[src/rtl/dec_pkg.sv]
// Shared field layout, opcodes and decode helpers for the decode/issue stage.
// Instruction words are 18 bits: oper | imm | dst | src0 | src1-or-data.
package dec_pkg;

  localparam int INSTR_WIDTH = 18;

  localparam int OPER_HI = 17;
  localparam int OPER_LO = 15;
  localparam int IMM_BIT = 14;
  localparam int DST_HI  = 13;
  localparam int DST_LO  = 10;
  localparam int SRC0_HI = 9;
  localparam int SRC0_LO = 6;
  localparam int PAD_HI  = 5;
  localparam int PAD_LO  = 4;
  localparam int SRC1_HI = 3;
  localparam int SRC1_LO = 0;
  localparam int DATA_HI = 5;
  localparam int DATA_LO = 0;

  localparam logic [2:0] OP_ADD   = 3'b000;
  localparam logic [2:0] OP_SUB   = 3'b001;
  localparam logic [2:0] OP_SHIFT = 3'b010;
  localparam logic [2:0] OP_AND   = 3'b011;
  localparam logic [2:0] OP_OR    = 3'b100;
  localparam logic [2:0] OP_XOR   = 3'b101;

  typedef struct packed {
    logic [2:0] oper;
    logic       imm;
    logic [3:0] reg0;
    logic [3:0] reg1;
    logic [3:0] reg2;
    logic [5:0] data;
  } exe_t;

  localparam exe_t BUBBLE = '0;

  function automatic logic is_illegal(
    input logic [INSTR_WIDTH-1:0] w
  );
    logic [2:0] op;
    logic       ok_op;
    op    = w[OPER_HI:OPER_LO];
    ok_op = op inside {OP_ADD, OP_SUB, OP_SHIFT,
                       OP_AND, OP_OR, OP_XOR};
    return !ok_op ||
           (!w[IMM_BIT] && (w[PAD_HI:PAD_LO] != 2'b00));
  endfunction

  function automatic exe_t decode(
    input logic [INSTR_WIDTH-1:0] w
  );
    exe_t e;
    e      = BUBBLE;
    e.oper = w[OPER_HI:OPER_LO];
    e.imm  = w[IMM_BIT];
    e.reg2 = w[DST_HI:DST_LO];
    e.reg0 = w[SRC0_HI:SRC0_LO];
    if (e.imm) e.data = w[DATA_HI:DATA_LO];
    else       e.reg1 = w[SRC1_HI:SRC1_LO];
    return e;
  endfunction

endpackage

[src/rtl/dec_fifo.sv]
// Instruction buffer: DEPTH x W ring with occupancy count.
// Ready stays low until the first edge after reset release.
module dec_fifo
  import dec_pkg::*;
#(
  parameter int DEPTH = 4,
  parameter int W     = INSTR_WIDTH
) (
  input  logic                     i_clk,
  input  logic                     i_rsn,
  input  logic                     i_push,
  input  logic [W-1:0]             i_wdata,
  input  logic                     i_pop,
  output logic [W-1:0]             o_rdata,
  output logic                     o_ready,
  output logic                     o_empty,
  output logic [$clog2(DEPTH):0]   o_count
);

  localparam int AW = $clog2(DEPTH);
  localparam int CW = AW + 1;

  logic [W-1:0]  mem_q [DEPTH];
  logic [W-1:0]  mem_d [DEPTH];
  logic [AW-1:0] wr_ptr_q, wr_ptr_d;
  logic [AW-1:0] rd_ptr_q, rd_ptr_d;
  logic [CW-1:0] count_q, count_d;
  logic          live_q, live_d;

  always_comb begin
    mem_d    = mem_q;
    wr_ptr_d = wr_ptr_q;
    rd_ptr_d = rd_ptr_q;
    count_d  = count_q;
    live_d   = 1'b1;
    if (i_push) begin
      mem_d[wr_ptr_q] = i_wdata;
      wr_ptr_d        = wr_ptr_q + AW'(1);
    end
    if (i_pop) rd_ptr_d = rd_ptr_q + AW'(1);
    unique case ({i_push, i_pop})
      2'b10:   count_d = count_q + CW'(1);
      2'b01:   count_d = count_q - CW'(1);
      default: count_d = count_q;
    endcase
  end

  always_ff @(posedge i_clk or negedge i_rsn) begin
    if (!i_rsn) begin
      for (int i = 0; i < DEPTH; i++) mem_q[i] <= '0;
      wr_ptr_q <= '0;
      rd_ptr_q <= '0;
      count_q  <= '0;
      live_q   <= 1'b0;
    end else begin
      mem_q    <= mem_d;
      wr_ptr_q <= wr_ptr_d;
      rd_ptr_q <= rd_ptr_d;
      count_q  <= count_d;
      live_q   <= live_d;
    end
  end

  assign o_rdata = mem_q[rd_ptr_q];
  assign o_empty = (count_q == '0);
  assign o_ready = live_q && (count_q != CW'(DEPTH));
  assign o_count = count_q;

endmodule

[src/rtl/dec_issue.sv]
// Decode/issue stage feeding EXE: buffers words, decodes the head,
// and drives registered operand fields or a bubble every cycle.
module dec_issue
  import dec_pkg::*;
#(
  parameter int DEPTH   = 4,
  parameter int INSTR_W = INSTR_WIDTH
) (
  input  logic                   i_clk,
  input  logic                   i_rsn,
  input  logic [INSTR_W-1:0]     i_instr,
  input  logic                   i_valid,
  output logic                   o_ready,
  input  logic                   i_stall,
  output logic [2:0]             o_oper,
  output logic [3:0]             o_reg0,
  output logic [3:0]             o_reg1,
  output logic [3:0]             o_reg2,
  output logic [5:0]             o_data,
  output logic                   o_imm,
  output logic                   o_issue,
  output logic                   o_illegal,
  output logic [$clog2(DEPTH):0] o_count
);

  logic [INSTR_W-1:0] head;
  logic               empty;
  logic               push;
  logic               pop;
  logic               bad;

  exe_t out_q, out_d;
  logic issue_q, issue_d;
  logic illegal_q, illegal_d;

  assign push = i_valid && o_ready;
  assign pop  = !empty && !i_stall;

  dec_fifo #(
    .DEPTH (DEPTH),
    .W     (INSTR_W)
  ) u_fifo (
    .i_clk   (i_clk),
    .i_rsn   (i_rsn),
    .i_push  (push),
    .i_wdata (i_instr),
    .i_pop   (pop),
    .o_rdata (head),
    .o_ready (o_ready),
    .o_empty (empty),
    .o_count (o_count)
  );

  assign bad = is_illegal(head);

  // Illegal heads are consumed and reported, never retried.
  always_comb begin
    out_d     = BUBBLE;
    issue_d   = 1'b0;
    illegal_d = 1'b0;
    unique case (1'b1)
      (pop && bad):  illegal_d = 1'b1;
      (pop && !bad): begin
        out_d   = decode(head);
        issue_d = 1'b1;
      end
      default: ;
    endcase
  end

  always_ff @(posedge i_clk or negedge i_rsn) begin
    if (!i_rsn) begin
      out_q     <= BUBBLE;
      issue_q   <= 1'b0;
      illegal_q <= 1'b0;
    end else begin
      out_q     <= out_d;
      issue_q   <= issue_d;
      illegal_q <= illegal_d;
    end
  end

  assign o_oper    = out_q.oper;
  assign o_imm     = out_q.imm;
  assign o_reg0    = out_q.reg0;
  assign o_reg1    = out_q.reg1;
  assign o_reg2    = out_q.reg2;
  assign o_data    = out_q.data;
  assign o_issue   = issue_q;
  assign o_illegal = illegal_q;

endmodule
[config.mk]
export PLATFORM = sky130hd
export DESIGN_NAME = dec_issue
export DESIGN_NICKNAME = d
export VERILOG_FILES = /design/src/rtl/dec_pkg.sv /design/src/rtl/dec_fifo.sv /design/src/rtl/dec_issue.sv
export SDC_FILE = /design/constraint.sdc
export NUM_CORES = 1
export LEC_CHECK = 0
export BUFFER_PORTS_ARGS = -buffer_cell sky130_fd_sc_hd__buf_2
export CORE_MARGIN = 5
export CORE_UTILIZATION = 34
export DETAILED_ROUTE_END_ITERATION = 10
export GPL_ROUTABILITY_DRIVEN = 0
export SLEW_MARGIN = 20
export SYNTH_ARGS = -nofsm -noshare
export SYNTH_HDL_FRONTEND = slang
export SYNTH_SLANG_ARGS = --single-unit
[constraint.sdc]
create_clock -name i_clk -period 3 [get_ports i_clk]
set_input_delay 0.15 -clock i_clk [delete_from_list [all_inputs] [get_ports i_clk]]
set_output_delay 0.15 -clock i_clk [all_outputs]
set_load 0.01 [all_outputs]
==> run_results.csv, run 1 <==
group,metric,value,unit
detailed_routing,route.detailed.drc,0,
timing,hold_violations,0,
power_and_ir_drop,power.density,1100,nW/um2
global_routing,grt_start_max_net_pins,54,
power_and_ir_drop,switching_power,1.87,mW
critical_path,r2r_end,"u_fifo.o_count[2]",
logic_synthesis,postSynthAreaPerCell,16.8,um2
cts,cts_tree,"built",
power_and_ir_drop,irDropWorstVdd,0.348,mV
cts,cts.repair.resized,0,
power_and_ir_drop,p_sw_frac,0.318,
placed_design,portBuffers,49,
logic_synthesis,synth_top_flop_cell,"dfrtp_1",
die,io_pins,50,
final_layout,final_nets,357,
critical_path,crit_start,"u_fifo.o_count[0]",
job,maxCapViolCount,0,
critical_path,end_kind,"flop",
placed_design,place_ws,0.617,ns
final_layout,final_area,5330,um2
timing,setup_viol_count_final,0,
power_and_ir_drop,seq_power_share,0.402,
timing,tns,0,ns
die,start_util,0.346,
cts,cts_sinks,104,
logic_synthesis,synth-seq-cells,104,
global_routing,track_usage,0.117,
power_and_ir_drop,power_frac_comb,0.398,
final_layout,final_common_cell,"dfrtp_1",
power_and_ir_drop,leakage,2.40,nW
cts,cts.htree.levels,3,
run_status,status,"finished clean",
power_and_ir_drop,cell_internal_pwr,4.00,mW
logic_synthesis,syn_nets,301,
timing,fmax,423,MHz
die,die-area,15900,um2
timing,fin_crit,2.36,ns
min_path,worstHoldPathType,"in2reg",
placed_design,dp_hpwl,5.72,mm
timing,post-route-period-util,0.788,
cts,clockBufferDepth,2,
global_routing,grt_first_pass_wirelength,14.7,mm
timing,worst_clock_skew,0.0114,ns
placed_design,postPlaceCellArea,5020,um2
logic_synthesis,syn_area,4580,um2
timing,slew_viol_final,0,
detailed_routing,first_pass_iters,4,
die,die_height,126,um
die,rows,42,
cts,clockRootBuffer,"clkbuf_16",
final_layout,drive_gt1_frac,0.557,
logic_synthesis,synth_warnings,0,
logic_synthesis,synthCells,273,
detailed_routing,wirelength,8.71,mm
global_routing,antenna_found_initial,1,
logic_synthesis,synth_edf_count,0,
final_layout,n_antenna_cell,0,
detailed_routing,drt-vias-per-instance,4.80,
detailed_routing,vias,2446,
critical_path,cp_max_fo,6,
timing,setup_slack,0.637,ns
cts,post_cts_buffers,0,
logic_synthesis,yosys.area.top_type_share,0.569,
logic_synthesis,synth_area_leaders,"dfrtp_1 57%, mux2_2 17%, mux4_2 7.4%",
critical_path,reg2reg_depth,9,
final_layout,area_growth,16.4,%
global_routing,grt_pass1_vias,2753,
logic_synthesis,ys_types,31,
die,core_area,13200,um2
timing,rsz0062_at_grt,"false",
critical_path,cp.required,3.27,ns
detailed_routing,avgRoutedWirePerCell,17.1,um
timing,worst_slew_pin_slew,0.654,ns
critical_path,crit_type,"reg2reg",
critical_path,critPathCapture,"u_fifo.o_count[2]",
final_layout,layout_common_cells,"104 x dfrtp_1, 71 x mux2_2, 48 x buf_2, 15 x mux4_2, 15 x nor3b_2",
critical_path,crit_arrival,2.63,ns
timing,slew_headroom,0.564,
cts,insertion_delay,0.34,ns
cts,cts_inserted_buffers,9,
final_layout,final_util,0.402,
die,die_w,126,um
critical_path,reg2reg_from,"u_fifo.o_count[0]",
cts,clkSlewWorstSetupHoldPaths,0.07,ns
logic_synthesis,yosysTopAreaCell,"dfrtp_1",
critical_path,cp-start-kind,"flop",
final_layout,nFillCells,1240,
logic_synthesis,yosysSeqAreaShare,0.569,
power_and_ir_drop,power_frac_clock,0.200,
logic_synthesis,ys_async_sr_fraction,1.00,
critical_path,rrSetupSlack,0.64,ns
global_routing,overflow,0,
detailed_routing,drt_iter0_markers,155,
detailed_routing,ant_nets,0,
[sequential cells by signal (all words and copies together) (netlist names)]
register,count
u_fifo.o_count,3
o_reg1,4
u_fifo.wr_ptr_q,2
u_fifo.mem_q,72
u_fifo.rd_ptr_q,2
o_reg0,4
o_imm,1
o_oper,3
o_illegal,1
o_data,6
o_issue,1
o_reg2,4
u_fifo.live_q,1
[synthesized netlist by cell type (4+ instances only)]
cell type,count
dfrtp_1,104
mux2_2,71
mux4_2,15
nor3b_2,15
inv_1,8
buf_2,5
ha_1,5
nand4_2,4
nor2_1,4
xor2_1,4
[metrics by stage]
step | hold WS, ns | total power [mW] | instances
3_3_place_gp | 0.220 | 4.70 | 493
6_report | 0.0624 | 5.86 | 510
4_1_cts | 0.0579 | 5.95 | 510
3_5_place_dp | 0.231 | 4.75 | 493
5_1_grt | 0.0794 | 6.26 | 510
2_1_floorplan | -0.146 | 4.21 | 273
[per-layer routing]
layer | routed length (um) | GRT usage
met5 | 20 | 0
met4 | 174 | 0.0530
met3 | 261 | 0.0220
met2 | 4430 | 0.197
met1 | 3820 | 0.148
[how the worst min path moves through the flow]
stage	startpoint	cells after the start	slack, ns	endpoint
after floorplan	i_rsn	0	-0.15	o_data[0]
after global placement	i_rsn	1	0.22	o_reg0[2]
after detailed placement	i_rsn	1	0.23	o_reg0[2]
after CTS	i_instr[6]	2	0.06	u_fifo.mem_q[42]
after global routing	i_instr[11]	2	0.08	u_fifo.mem_q[29]
final	i_instr[6]	2	0.06	u_fifo.mem_q[42]
[power groups by stage]
stage	Sequential (mW)	Combinational (mW)	Clock [mW]
floorplan	2.33	1.89	0
global placement	2.36	2.34	0
detailed placement	2.39	2.37	0
CTS	2.36	2.38	1.21
global route	2.42	2.56	1.28
finish	2.36	2.33	1.18
[timing repair]
action	4_1_cts	5_1_grt
endpoints found under the setup margin	0	0
hold endpoints to repair	51	0
hold buffers	1	0
[cell type report]
cell class | count | area, um2 | area share
Inverter | 8 | 30.0 | 0.00564
Multi-Input combinational cell | 147 | 1850 | 0.347
Timing Repair Buffer | 59 | 325 | 0.0611
Sequential cell | 104 | 2600 | 0.488
Clock buffer | 12 | 246 | 0.0463
Tap cell | 176 | 220 | 0.0413
Clock inverter | 4 | 52.6 | 0.00986
[cell families (layout without fill, tap and decap cells)]
family | count (synthesis) | in the layout | share of synthesized area
flops | 104 | 104 | 0.569
mux | 95 | 95 | 0.280
simple gates | 36 | 36 | 0.0853
buf+inv | 22 | 83 | 0.0268
fa+ha+maj | 6 | 6 | 0.0180
xor+xnor | 6 | 6 | 0.0115
compound gates | 3 | 3 | 0.00903
other cells | 1 | 1 | 0.000820
[critical path, stage by stage, from the launching register on]
cell     delay, ns
dfrtp_1       0.43
or3b_1        0.51
and3_1        0.27
inv_1         0.07
ha_1          0.17
inv_1         0.06
fa_1          0.37
xor2_1        0.15
nor2_1        0.11
xor2_1        0.15
Note: power is estimated with default switching activity, not from simulation.
==> run 2: changes to the inputs <==
==> constraint.sdc (replaced) <==
create_clock -name i_clk -period 2.3 [get_ports i_clk]
set_input_delay 0.115 -clock i_clk [delete_from_list [all_inputs] [get_ports i_clk]]
set_output_delay 0.115 -clock i_clk [all_outputs]
set_load 0.01 [all_outputs]
==> run 2 against run 1 <==
Against the previous run: sequential share of layout area decreased by 0.98 points; clock skew barely moved; setup slack got worse by 0.48 ns; flip-flop and latch count is the same; sequential power rose by 29%; global-route usage is 0.23 points higher; maximum frequency rose by 10%; clock power up 31%; via count increased by 0.74%.
==> run_results.csv, run 2 (synthesis gave the netlist of run 1 again) <==
group,metric,value,unit
critical_path,end_kind,"flop",
global_routing,overflow,0,
detailed_routing,drt-vias-per-instance,4.76,
power_and_ir_drop,cell_internal_pwr,5.32,mW
timing,hold_violations,0,
timing,setup_viol_count_final,0,
critical_path,r2r_end,"u_fifo.o_count[2]",
critical_path,rrSetupSlack,0.16,ns
timing,post-route-period-util,0.930,
detailed_routing,vias,2464,
final_layout,final_nets,365,
global_routing,grt_first_pass_wirelength,14.9,mm
power_and_ir_drop,power_frac_comb,0.413,
min_path,worstHoldPathType,"in2reg",
die,rows,42,
run_status,status,"finished clean",
die,die_height,126,um
critical_path,cp.required,2.57,ns
placed_design,dp_hpwl,6.06,mm
cts,cts_inserted_buffers,9,
timing,fmax,468,MHz
detailed_routing,route.detailed.drc,0,
min_path,whs_endpoint,"u_fifo.mem_q[42]",
power_and_ir_drop,p_sw_frac,0.319,
cts,cts.htree.levels,3,
critical_path,crit_type,"reg2reg",
die,die-area,15900,um2
final_layout,final_common_cell,"dfrtp_1",
final_layout,nFillCells,1236,
cts,insertion_delay,0.34,ns
timing,worst_slew_pin_slew,0.699,ns
timing,slew_viol_final,0,
final_layout,final_util,0.411,
cts,cts_sinks,104,
final_layout,seq_area,2600,um2
global_routing,grt_pass1_vias,2704,
job,maxCapViolCount,0,
timing,worst_clock_skew,0.0118,ns
cts,clkSlewWorstSetupHoldPaths,0.07,ns
critical_path,reg2reg_from,"u_fifo.o_count[1]",
power_and_ir_drop,seq_power_share,0.390,
placed_design,portBuffers,49,
global_routing,grt_start_max_net_pins,54,
detailed_routing,wirelength,8.96,mm
min_path,whs_path_depth,2,
critical_path,reg2reg_depth,9,
timing,slew_headroom,0.534,
timing,fin_hold_ws,0.0303,ns
die,die_w,126,um
cts,clockRootBuffer,"clkbuf_16",
cts,clockBufferDepth,2,
final_layout,drive_gt1_frac,0.576,
critical_path,cp_max_fo,3,
detailed_routing,drt_iter0_markers,83,
final_layout,layout_common_cells,"104 x dfrtp_1, 71 x mux2_2, 48 x buf_2",
power_and_ir_drop,power_frac_clock,0.198,
die,core_area,13200,um2
timing,fin_crit,2.14,ns
cts,cts_tree,"built",
die,start_util,0.346,
final_layout,largest_reg_flops,72,
critical_path,cp-start-kind,"flop",
power_and_ir_drop,irDropWorstVdd,0.435,mV
min_path,min-delay-start,"i_instr[6]",
final_layout,regMostFlops,"u_fifo.mem_q",
power_and_ir_drop,power.total,7.81,mW
power_and_ir_drop,switching_power,2.49,mW
critical_path,crit_arrival,2.41,ns
global_routing,antenna_found_initial,2,
power_and_ir_drop,leakage,2.45,nW
final_layout,area_growth,18.8,%
detailed_routing,first_pass_iters,4,
global_routing,track_usage,0.120,
power_and_ir_drop,power.density,1440,nW/um2
detailed_routing,avgRoutedWirePerCell,17.3,um
final_layout,n_antenna_cell,0,
final_layout,multiInputGateArea,1860,um2
detailed_routing,ant_nets,0,
die,io_pins,50,
-- run 2: changes by cell type in the layout (fill, tap and decap cells not counted), sizes merged --
cell      previous run  this run
inv                  9         8
clkinvlp             0         2
clkinv               2         1
buf                 58        66
-- run 2: cell type report --
type	count	area share
flip-flops and latches	104	0.479
multi-input cells	147	0.342
repair buffers	67	0.0778
clock buffers	12	0.0453
well taps	176	0.0405
clock inverters	4	0.00990
inverters	8	0.00552
-- run 2: worst max-delay path by stage --
stage                                  from                end  slack [ns]  cells past startpoint
final                     u_fifo.o_count[1]  u_fifo.o_count[2]        0.16                      9
after global routing      u_fifo.o_count[0]  u_fifo.o_count[2]     -0.0005                      9
after CTS                 u_fifo.o_count[1]  u_fifo.o_count[2]         0.1                      9
after detailed placement  u_fifo.o_count[1]  u_fifo.o_count[2]        0.12                      9
after global placement    u_fifo.o_count[1]  u_fifo.o_count[2]        0.18                      9
after floorplan           u_fifo.o_count[0]  u_fifo.o_count[2]        0.03                     10
-- run 2: stage by stage --
stage / area, um2 / cells / setup TNS (ns) / setup slack, ns
after floorplan: 4580 / 273 / 0 / 0.0303
after global placement: 5100 / 499 / 0 / 0.183
after detailed placement: 5100 / 499 / 0 / 0.117
after CTS: 5410 / 516 / 0 / 0.0992
after global routing: 5440 / 518 / -0.000545 / -0.000545
final: 5440 / 518 / 0 / 0.162
-- run 2: metal layers --
| metal | GRT usage | routed length (um) |
|---|---|---|
| met4 | 0.0416 | 132 |
| met3 | 0.0364 | 361 |
| met1 | 0.148 | 3870 |
| met5 | 0 | 27 |
| met2 | 0.199 | 4570 |
-- run 2: worst max-delay path, cell delays in order (launching register included) --
cell and delay [ns]:
dfrtp_1 0.40, or3b_4 0.38, and3_4 0.20, inv_1 0.06
ha_2 0.18, inv_1 0.05, fa_1 0.37, xor2_1 0.15
nor2_1 0.12, xor2_1 0.14
-- run 2: power groups by stage --
stage | Sequential [mW] | Combinational, mW | Clock (mW)
CTS | 3.06 | 3.26 | 1.59
finish | 3.05 | 3.22 | 1.54
detailed placement | 3.09 | 3.25 | 0
floorplan | 3.03 | 2.46 | 0
global placement | 3.04 | 3.19 | 0
global route | 3.13 | 3.54 | 1.67
-- run 2: timing repair --
item | 4_1_cts | 5_1_grt
hold buffers | 1 | 0
setup buffers | 0 | 2
hold endpoints to repair | 52 | 0
endpoints found under the setup margin | 0 | 1
gates resized for setup | 0 | 3
